--- src/rtl/operm_pkg.sv ---
`default_nettype none
// ============================================================================
// Module   : operm_pkg
// Brief    : Shared definitions for the operand-permute stage: opcodes,
//            valid-opcode test and kp sequencer state encoding.
// Revision : 1.0 - initial release
// ============================================================================
package operm_pkg;

  localparam int OP_W = 4;

  localparam logic [OP_W-1:0] OP_P8  = 4'd8;
  localparam logic [OP_W-1:0] OP_P9  = 4'd9;
  localparam logic [OP_W-1:0] OP_P13 = 4'd13;
  localparam logic [OP_W-1:0] OP_P14 = 4'd14;
  localparam logic [OP_W-1:0] OP_P15 = 4'd15;

  typedef enum logic [0:0] {
    KPS_IDLE  = 1'b0,
    KPS_ISSUE = 1'b1
  } kpseq_state_t;

  // Single definition of the opcodes the permute join acts on.
  function automatic logic is_valid_op(input logic [OP_W-1:0] op);
    return (op == OP_P8)  || (op == OP_P9)  || (op == OP_P13) ||
           (op == OP_P14) || (op == OP_P15);
  endfunction

endpackage
`default_nettype wire

--- src/rtl/operm_prog_mem.sv ---
`default_nettype none
// ============================================================================
// Module   : operm_prog_mem
// Brief    : DEPTH x (4+CNTW) program register file, synchronous write,
//            two asynchronous read ports (current and lookahead), no reset.
// Revision : 1.0 - initial release
// ============================================================================
module operm_prog_mem #(
  parameter int DEPTH = 16,
  parameter int CNTW  = 8,
  localparam int AW   = $clog2(DEPTH),
  localparam int DW   = 4 + CNTW
) (
  input  logic          clk,
  input  logic          i_we,
  input  logic [AW-1:0] i_waddr,
  input  logic [DW-1:0] i_wdata,
  input  logic [AW-1:0] i_cur_addr,
  output logic [DW-1:0] o_cur_data,
  input  logic [AW-1:0] i_nxt_addr,
  output logic [DW-1:0] o_nxt_data
);

  logic [DW-1:0] r_mem [DEPTH];

  always_ff @(posedge clk) begin
    if (i_we) begin
      r_mem[i_waddr] <= i_wdata;
    end
  end

  // Reads see the pre-write contents when a write lands in the same cycle.
  assign o_cur_data = r_mem[i_cur_addr];
  assign o_nxt_data = r_mem[i_nxt_addr];

endmodule
`default_nettype wire

--- src/rtl/operm_kp_seq.sv ---
`default_nettype none
// ============================================================================
// Module   : operm_kp_seq
// Brief    : Replays a stored (opcode, repeat) program as k_ctrl tokens on the
//            kp req/ack handshake with repeat and whole-program loop counts.
// Revision : 1.0 - initial release
// ============================================================================
module operm_kp_seq
  import operm_pkg::*;
#(
  parameter int DEPTH = 16,
  parameter int CNTW  = 8,
  localparam int AW   = $clog2(DEPTH)
) (
  input  logic            clk,
  input  logic            reset,
  input  logic            cfg_we,
  input  logic [AW-1:0]   cfg_addr,
  input  logic [3:0]      cfg_op,
  input  logic [CNTW-1:0] cfg_rpt,
  input  logic [AW:0]     cfg_len,
  input  logic [CNTW-1:0] cfg_loops,
  input  logic            start,
  input  logic            abort,
  output logic            kp_req,
  input  logic            kp_ack,
  output logic [3:0]      k_ctrl,
  output logic            busy,
  output logic            done,
  output logic            inv_seen
);

  localparam int DW = 4 + CNTW;

  localparam logic [AW:0]     c_len_one = {{AW{1'b0}}, 1'b1};
  localparam logic [AW-1:0]   c_pc_one  = {{(AW-1){1'b0}}, 1'b1};
  localparam logic [CNTW-1:0] c_cnt_one = {{(CNTW-1){1'b0}}, 1'b1};

  kpseq_state_t r_state;
  kpseq_state_t w_state_nxt;

  logic            r_kp_req;
  logic [3:0]      r_k_ctrl;
  logic [AW-1:0]   r_pc;
  logic [CNTW-1:0] r_rpt_cnt;
  logic [CNTW-1:0] r_loop_cnt;
  logic [AW:0]     r_len;
  logic            r_done;
  logic            r_inv_seen;

  logic            w_kp_req_nxt;
  logic [3:0]      w_k_ctrl_nxt;
  logic [AW-1:0]   w_pc_nxt;
  logic [CNTW-1:0] w_rpt_cnt_nxt;
  logic [CNTW-1:0] w_loop_cnt_nxt;
  logic [AW:0]     w_len_nxt;
  logic            w_done_nxt;
  logic            w_inv_seen_nxt;

  logic            w_mem_we;
  logic [DW-1:0]   w_e0_data;
  logic [DW-1:0]   w_la_data;
  logic [AW-1:0]   w_la_addr;
  logic            w_xfer;
  logic            w_last_entry;

  // Entry 0 is the (re)start point; lookahead reads pc+1 so the next token
  // can be loaded at the same edge as the current transfer.
  assign w_la_addr = r_pc + c_pc_one;

  operm_prog_mem #(
    .DEPTH (DEPTH),
    .CNTW  (CNTW)
  ) u_prog_mem (
    .clk        (clk),
    .i_we       (w_mem_we),
    .i_waddr    (cfg_addr),
    .i_wdata    ({cfg_op, cfg_rpt}),
    .i_cur_addr ({AW{1'b0}}),
    .o_cur_data (w_e0_data),
    .i_nxt_addr (w_la_addr),
    .o_nxt_data (w_la_data)
  );

  assign w_xfer       = r_kp_req & kp_ack;
  assign w_last_entry = ({1'b0, r_pc} == (r_len - c_len_one));

  always_ff @(posedge clk or posedge reset) begin
    if (reset) begin
      r_state <= KPS_IDLE;
    end else begin
      r_state <= w_state_nxt;
    end
  end

  always_comb begin
    w_state_nxt    = r_state;
    w_kp_req_nxt   = r_kp_req;
    w_k_ctrl_nxt   = r_k_ctrl;
    w_pc_nxt       = r_pc;
    w_rpt_cnt_nxt  = r_rpt_cnt;
    w_loop_cnt_nxt = r_loop_cnt;
    w_len_nxt      = r_len;
    w_done_nxt     = 1'b0;
    w_inv_seen_nxt = r_inv_seen;
    w_mem_we       = 1'b0;

    case (r_state)
      KPS_IDLE: begin
        w_mem_we = cfg_we;
        if (start) begin
          w_inv_seen_nxt = 1'b0;
          w_len_nxt      = cfg_len;
          w_loop_cnt_nxt = cfg_loops;
          w_pc_nxt       = {AW{1'b0}};
          if (cfg_len == {(AW+1){1'b0}}) begin
            w_done_nxt = 1'b1;
          end else begin
            w_rpt_cnt_nxt = w_e0_data[CNTW-1:0];
            w_k_ctrl_nxt  = w_e0_data[DW-1:CNTW];
            w_kp_req_nxt  = 1'b1;
            w_state_nxt   = KPS_ISSUE;
          end
        end
      end

      KPS_ISSUE: begin
        if (w_xfer) begin
          if (!is_valid_op(r_k_ctrl)) begin
            w_inv_seen_nxt = 1'b1;
          end
          if (r_rpt_cnt != {CNTW{1'b0}}) begin
            w_rpt_cnt_nxt = r_rpt_cnt - c_cnt_one;
          end else if (!w_last_entry) begin
            w_pc_nxt      = w_la_addr;
            w_rpt_cnt_nxt = w_la_data[CNTW-1:0];
            w_k_ctrl_nxt  = w_la_data[DW-1:CNTW];
          end else if (r_loop_cnt != {CNTW{1'b0}}) begin
            w_loop_cnt_nxt = r_loop_cnt - c_cnt_one;
            w_pc_nxt       = {AW{1'b0}};
            w_rpt_cnt_nxt  = w_e0_data[CNTW-1:0];
            w_k_ctrl_nxt   = w_e0_data[DW-1:CNTW];
          end else begin
            w_kp_req_nxt = 1'b0;
            w_done_nxt   = 1'b1;
            w_state_nxt  = KPS_IDLE;
          end
        end
        // Abort wins over any completion in the same cycle, but a transfer
        // that coincides with it has still happened.
        if (abort) begin
          w_kp_req_nxt = 1'b0;
          w_done_nxt   = 1'b0;
          w_state_nxt  = KPS_IDLE;
        end
      end

      default: begin
        w_kp_req_nxt = 1'b0;
        w_state_nxt  = KPS_IDLE;
      end
    endcase
  end

  always_ff @(posedge clk or posedge reset) begin
    if (reset) begin
      r_kp_req   <= 1'b0;
      r_k_ctrl   <= 4'd0;
      r_pc       <= {AW{1'b0}};
      r_rpt_cnt  <= {CNTW{1'b0}};
      r_loop_cnt <= {CNTW{1'b0}};
      r_len      <= {(AW+1){1'b0}};
      r_done     <= 1'b0;
      r_inv_seen <= 1'b0;
    end else begin
      r_kp_req   <= w_kp_req_nxt;
      r_k_ctrl   <= w_k_ctrl_nxt;
      r_pc       <= w_pc_nxt;
      r_rpt_cnt  <= w_rpt_cnt_nxt;
      r_loop_cnt <= w_loop_cnt_nxt;
      r_len      <= w_len_nxt;
      r_done     <= w_done_nxt;
      r_inv_seen <= w_inv_seen_nxt;
    end
  end

  assign kp_req   = r_kp_req;
  assign k_ctrl   = r_k_ctrl;
  assign busy     = (r_state == KPS_ISSUE);
  assign done     = r_done;
  assign inv_seen = r_inv_seen;

endmodule
`default_nettype wire

--- config.mk ---
export PLATFORM = sky130hd
export DESIGN_NAME = operm_kp_seq
export DESIGN_NICKNAME = d
export VERILOG_FILES = /design/src/rtl/operm_pkg.sv /design/src/rtl/operm_prog_mem.sv /design/src/rtl/operm_kp_seq.sv
export SDC_FILE = /design/constraint.sdc
export NUM_CORES = 1
export LEC_CHECK = 0
export ABC_AREA = 1
export BUFFER_PORTS_ARGS = -buffer_cell sky130_fd_sc_hd__buf_2
export CORE_ASPECT_RATIO = 0.7
export CORE_MARGIN = 3
export CORE_UTILIZATION = 45
export CTS_CLUSTER_SIZE = 28
export DETAILED_ROUTE_END_ITERATION = 8
export GPL_ROUTABILITY_DRIVEN = 0
export SLEW_MARGIN = 20
export SYNTH_ARGS = -nofsm -noshare
export SYNTH_HDL_FRONTEND = slang
export SYNTH_SLANG_ARGS = --single-unit
--- constraint.sdc ---
create_clock -name clk -period 6.8 [get_ports clk]
set_clock_uncertainty 0.1 [all_clocks]
set_input_delay 0 -clock clk [delete_from_list [all_inputs] [get_ports clk]]
set_output_delay 0 -clock clk [all_outputs]
set_load 0.05 [all_outputs]
* Word-level counts from Yosys, hierarchy flattened *
Memory sizes are Yosys's and may differ from the RTL's.
Index checks and enable logic that the tools add are counted.

storage, ports and cells
  register bits after elaboration = 33
  RAM bits = 192
  input bits = 35
  output and inout port bits = 8
  word-level logic and storage cells = 106
  memories = 1

memory list
  memory            depth  width  read ports  clocked after Yosys merged registers in  wr ports  RTL line              text
  u_prog_mem.r_mem  16     12     2           0                                        1         operm_prog_mem.sv:24  logic [DW-1:0] r_mem [DEPTH];

cells by class
  $add $sub $neg = 4
  eq/ne operators = 19
  mux-type cells = 57
  bitwise operators = 2
  reduce and logical (&&, ||, !) cells = 14

operators by type and width
  cell                 number
  $mux 8               11
  $mux 4               11
  $pmux 8 s2           2
  $mux 1               27
  $eq 4x4->1 const B   5
  $pmux 4 s2           2
  $reduce_bool 8->1    2
  $sub 8x1->8 const B  2
  $reduce_and 5->1     2
  $ne 3x2->1 const B   3
  $ne 2x2->1 const B   4
  $pmux 1 s2           4
  $reduce_and 4->1     2
  $ne 2x1->1 const B   3
  $ne 3x3->1 const B   2
  $reduce_and 6->1     1
  $eq 4x5->1           1
  $logic_not 5->1      1
  $sub 5x1->5 const B  1
  $add 4x1->4 const B  1
  $logic_or 1x1->1     4
  $ne 4x2->1 const B   1
  $reduce_and 3->1     1
  $reduce_and 2->1     1
  2 further kinds      2

* Logic depth before layout (Yosys ltp) *
  depth after elaboration = 8
  mapped depth = 16
  gate-level depth less buffers = 15

* By module *
A second synthesis with hierarchy kept.

unflattened totals
  cell total of the unflattened synthesis = 1586
  area total of the unflattened synthesis = 12699.7 um2

by module, submodules not included
  module          times used  cells each  area an instance (um2)  seq. area each (um2)
  operm_prog_mem  1           1239        10292.4                 5765.5
  operm_kp_seq    1           347         2407.3                  825.8

* Worst setup path before layout *
OpenSTA, ideal clock, no wires.

  kind = register to register
  from = reg r_state, in the netlist busy
  to = mem u_prog_mem.r_mem[10][0] (netlist bit), enable pin
  library setup time = 396 ps
  arrival = 2190 ps
  data required time = 6304 ps
  path slack = 4114 ps
  cell stages (with the launch flop) = 5
  path buffers = 1
  cell sequence = dfrtp_1 -> inv_1 -> clkbuf_1 -> nand2_1 -> nor3_1

between the ends
  cells in the longest elaborated chain, start to end = 3

RTL lines
  item                          RTL line              text
  start: declaration            operm_kp_seq.sv:39    kpseq_state_t r_state;
  start signal: assignment      operm_kp_seq.sv:92    r_state <= w_state_nxt;
  $mux 1                        operm_kp_seq.sv:108   case (r_state)
  $mux 1                        operm_prog_mem.sv:27  if (i_we) begin
  $mux 1 (implied by the code)  operm_prog_mem.sv:28  r_mem[i_waddr] <= i_wdata;
  end: declaration              operm_prog_mem.sv:24

Every way passes these cells.

* Worst setup path in the final report *
  from = reg r_len[0]
  to = reg r_done, in the netlist done

between the ends
  cells in the longest elaborated chain, start to end = 7

RTL lines
  item                      RTL line             text
  start: declaration        operm_kp_seq.sv:47   logic [AW:0] r_len;
  start signal: assignment  operm_kp_seq.sv:172  r_len <= {(AW+1){1'b0}};
  start signal: assignment  operm_kp_seq.sv:181  r_len <= w_len_nxt;
  $sub 5x1->5               operm_kp_seq.sv:86   assign w_last_entry = ({1'b0, r_pc} == (r_len - c_len_one));
  $eq 4x5->1                operm_kp_seq.sv:86
  $mux 1                    operm_kp_seq.sv:134  end else if (!w_last_entry) begin
  $mux 1                    operm_kp_seq.sv:132  if (r_rpt_cnt != {CNTW{1'b0}}) begin
  $mux 1                    operm_kp_seq.sv:128  if (w_xfer) begin
  $mux 1                    operm_kp_seq.sv:151  if (abort) begin
  $pmux 1 s2                operm_kp_seq.sv:108
  named net w_done_nxt      operm_kp_seq.sv:57   logic w_done_nxt;
  end signal: assignment    operm_kp_seq.sv:182  r_done <= w_done_nxt;
  end: declaration          operm_kp_seq.sv:48   logic r_done;

The timed path passes the listed nets, and every way through them passes these cells.
A chain may end at the register's enable or synchronous reset.

==> results.txt <==
----------------------------------------------------
[Synth]
  Synth cell types ... 29
  Synthesized-area fraction occupied by ao, oa, aoi and oai cells ... 6.19%
  Share of the synthesized netlist area taken by xor and xnor gates ... 0.247%
  Cells taking the most area after synthesis ... edfxtp_1 57%, nand2_1 8.6%, dfrtp_1 8.1%
  Post-synthesis adder-cell area fraction ... 0.740%
  Proportion of synthesized flip-flops having asynchronous set or reset ... 14.7%
  Share of synthesized cell area in and, or, nand and nor gates ... 22.3%
  Net count after synthesis ... 1081
  Combinational family with the most area after synthesis ... simple AND/OR/NAND/NOR gates
  Share of the synthesized area in the top cell type ... 56.8%
  Number of synthesized flops with an enable pin ... 192
  Synthesized netlist cell count ... 1040
  Register bit count reported by yosys ... 225
  Cell type with the largest total area after synthesis ... edfxtp_1
  Leading register cell type out of synthesis ... edfxtp_1
  Per-instance average area after synthesis ... 9.76 µm²
  Proportion of synthesized area in mux cells ... 0%
  Leading cell types by count after synthesis ... 233 x nand2_1, 192 x edfxtp_1, 169 x nor2_1, 120 x nand3_1, 91 x inv_1
  Sequential share of the synthesized area ... 65.0%
  Yosys Warn Count ... 0
  Most common cell in the synthesized netlist ... nand2_1
  Post-Syn Area ... 0.0101 mm²

[Final layout]
  Layout-stage area growth over the synthesis result ... 16.2%
  Layout cells sized above 1 ... 9.91%
  Non-filler instance count after layout ... 1412
  Antenna fix cells ... 0
  Nets ... 1155
  Final instance area ... 0.0118 mm²

[Drt]
  Number of DRC violations after detailed routing ... 0
  First DRT Iteration DRCs ... 685
  Mean number of vias per cell ... 5.24
  Total number of vias ... 7399
  Routed length per placed instance ... 17.1 µm
  Detailed-routing iteration count for the pre-antenna-repair pass ... 6
  DRT antenna net count ... 0
  Wire length after detailed routing ... 24.1 mm

[Placement]
  DP Area ... 0.0107 mm²
  Post-place setup slack ... 3500 ps
  # port buffers ... 42
  Dpl hpwl ... 14.8 mm
  Total placed cells including tap cells ... 1336

[Worst setup path]
  Critical path buffer and inverter count ... 2
  Crit-path slowest cell ... nor2_1
  Slowest cell delay on critical path ... 650 ps
  Setup crit start kind ... flop
  Cell breakdown of the critical path ... inv_1 -> ha_1 -> nand2_1 -> nand3_1 -> nand2_1 -> nor2_1 -> nand2_1 -> nor3_1 -> nand2_1 -> o21ai_0 -> dlygate4sd3_1
  Minimum setup slack among reg-to-reg paths ... 3420 ps
  Required @ worst endpoint ... 7130 ps
  Critical path's top delay family ... simple AND/OR/NAND/NOR gates
  Max FO, Critical Path ... 11
  CP Class ... flop to flop
  Crit end category ... flop
  Most frequent cell on the critical path ... nand2_1
  Worst Path Arrival ... 3710 ps

[Power]
  PD cells ... 405 mW/mm²
  Peak supply drop ... 357 µV
  P_leak ... 0.00475 µW

[Clocking]
  Sinks on Clock Net ... 225
  Clock tree from TritonCTS ... built
  # H-tree levels ... 1
  Clock tree root driver cell ... clkbuf_16
  Clock latency on the worst-skew pair ... 500 ps
  Total CTS buffers ... 22
  Number of buffers between clock root and the deepest sink ... 3
  Clock-pin slew on the worst setup and hold paths ... 60 ps

[Timing]
  Period minus WS final ... 3380 ps
  Tightest hold margin ... 35.1 ps
  Finish-stage setup viols ... 0
  Tightest slew margin relative to the limit ... 30.8%
  Worst-Margin Slew ... 1030 ps
  Final worst-path cycle share ... 49.7%
  Hold Violations, Final ... 0
  Top achievable clock speed ... 0.296 GHz
  Slew Viols, Final ... 0
  Setup repair after global routing missed its margin ... no
  Setup tns final ... 0 ps
  PnR worst setup slack ... 3420 ps

[Global route]
  Most heavily used metal layer in global routing ... met1
  Total global routing overflow ... 0
  Via count of the first global-routing pass ... 6910
  Met3 usage in global routing ... 3.18%
  First-pass GRT wire length ... 38.6 mm
  Met1 capacity usage during global routing ... 31.7%
  GRT Total Usage ... 20.0%
  Maximum number of pins on one net before global-route repair ... 77
  Initial antenna violation count ... 0
  Global Route met2 Usage ... 29.2%

[Die]
  Vert. Die Dim ... 132 µm
  Floorplan row count ... 45
  Num ports ... 43
  Die W ... 185 µm
  Placeable core region ... 0.0219 mm²
  Initial standard-cell utilization of the core ... 46.3%
  Floorplan die area ... 0.0244 mm²

[Flow run]
  Max_cap viols ... 0

[Status]
  Status ... finished clean

[Hold path]
  Class of the most critical hold timing path ... primary input to flop

----------------------------------------------------
worst min-delay path, cell delays in order:
cell,delay [ps]
buf_2,120
nand2_1,180
nor3_2,140
flip-flops by register name (all words and copies together) (netlist names):
register          count
r_len                 5
done                  1
r_loop_cnt            8
busy                  1
r_rpt_cnt             8
u_prog_mem.r_mem    192
k_ctrl                4
r_pc                  4
kp_req                1
inv_seen              1
report_power, final:
group,total (µW),internal [µW],switching (µW)
clock,1270,769,500
combinational,1760,553,1210
sequential,1740,1610,138
total,4770,2930,1850
cells by family after synthesis:
family | Yosys count
and+or+nand+nor | 547
AOI/OAI and AO/OA | 119
xor gates and xnor gates | 2
buffers and inverters | 141
DFF | 225
adders and majority gates | 6
what timing repair did:
item,CTS,global route
buffers inserted,0,0
hold buffers,36,0
hold endpoints to repair,255,0
gates resized for setup,0,0
endpoints found under the setup margin,0,0
stage by stage:
| step | power [µW] | utilization [%] |
|---|---|---|
| 6_report | 4770 | 53.8 |
| 5_1_grt | 5140 | 53.8 |
| 4_1_cts | 4820 | 53.8 |
| 3_5_place_dp | 3510 | 48.8 |
| 3_3_place_gp | 3490 | 48.8 |
| 2_1_floorplan | 3060 | - |
metal layers:
layer / share of wire (%) / wire length (µm)
met1: 50 / 12000
met2: 43 / 10400
met3: 6.0 / 1440
met4: 1.3 / 305
met5: 0 / 0
layout by cell type, fill, tap and decap left out, types with 2 or more instances in the layout:
cell type	instances
nand2_1	233
edfxtp_1	192
nor2_1	169
nand3_1	120
inv_1	91
o21ai_0	80
buf_2	42
dlygate4sd3_1	36
dfrtp_1	32
clkbuf_16	23
a21oi_1	19
buf_4	19
o211ai_1	11
nor3_2	8
nor3_1	7
o21ai_1	6
ha_1	6
clkbuf_1	5
clkinv_1	4
bufinv_16	4
inv_2	3
nor2_2	3
clkinv_2	3
nand4_1	2
nand2_2	2
path summary, 6_finish.rpt:
| path | depth (start not counted) | startpoint | endpoint |
|---|---|---|---|
| worst min register to register | 2 | r_rpt_cnt[7] | r_rpt_cnt[7] |
| worst max register to register | 11 | r_len[0] | done |
| min in group asynchronous | 4 | reset | r_loop_cnt[1] |
| worst max-delay path | 11 | r_len[0] | done |
| max in group asynchronous | 4 | reset | r_pc[0] |
| worst min-delay path | 3 | cfg_addr[3] | u_prog_mem.r_mem[10][8] |
final cells by class:
type | instances | area (µm²)
fill | 1948 | 10100
multi-input combinational | 674 | 3030
timing repair buffer | 97 | 713
sequential | 225 | 6600
inverter | 94 | 353
clock buffer | 28 | 594
tap | 282 | 353
clock inverter | 12 | 155
Power figures use the tool's default switching activity.
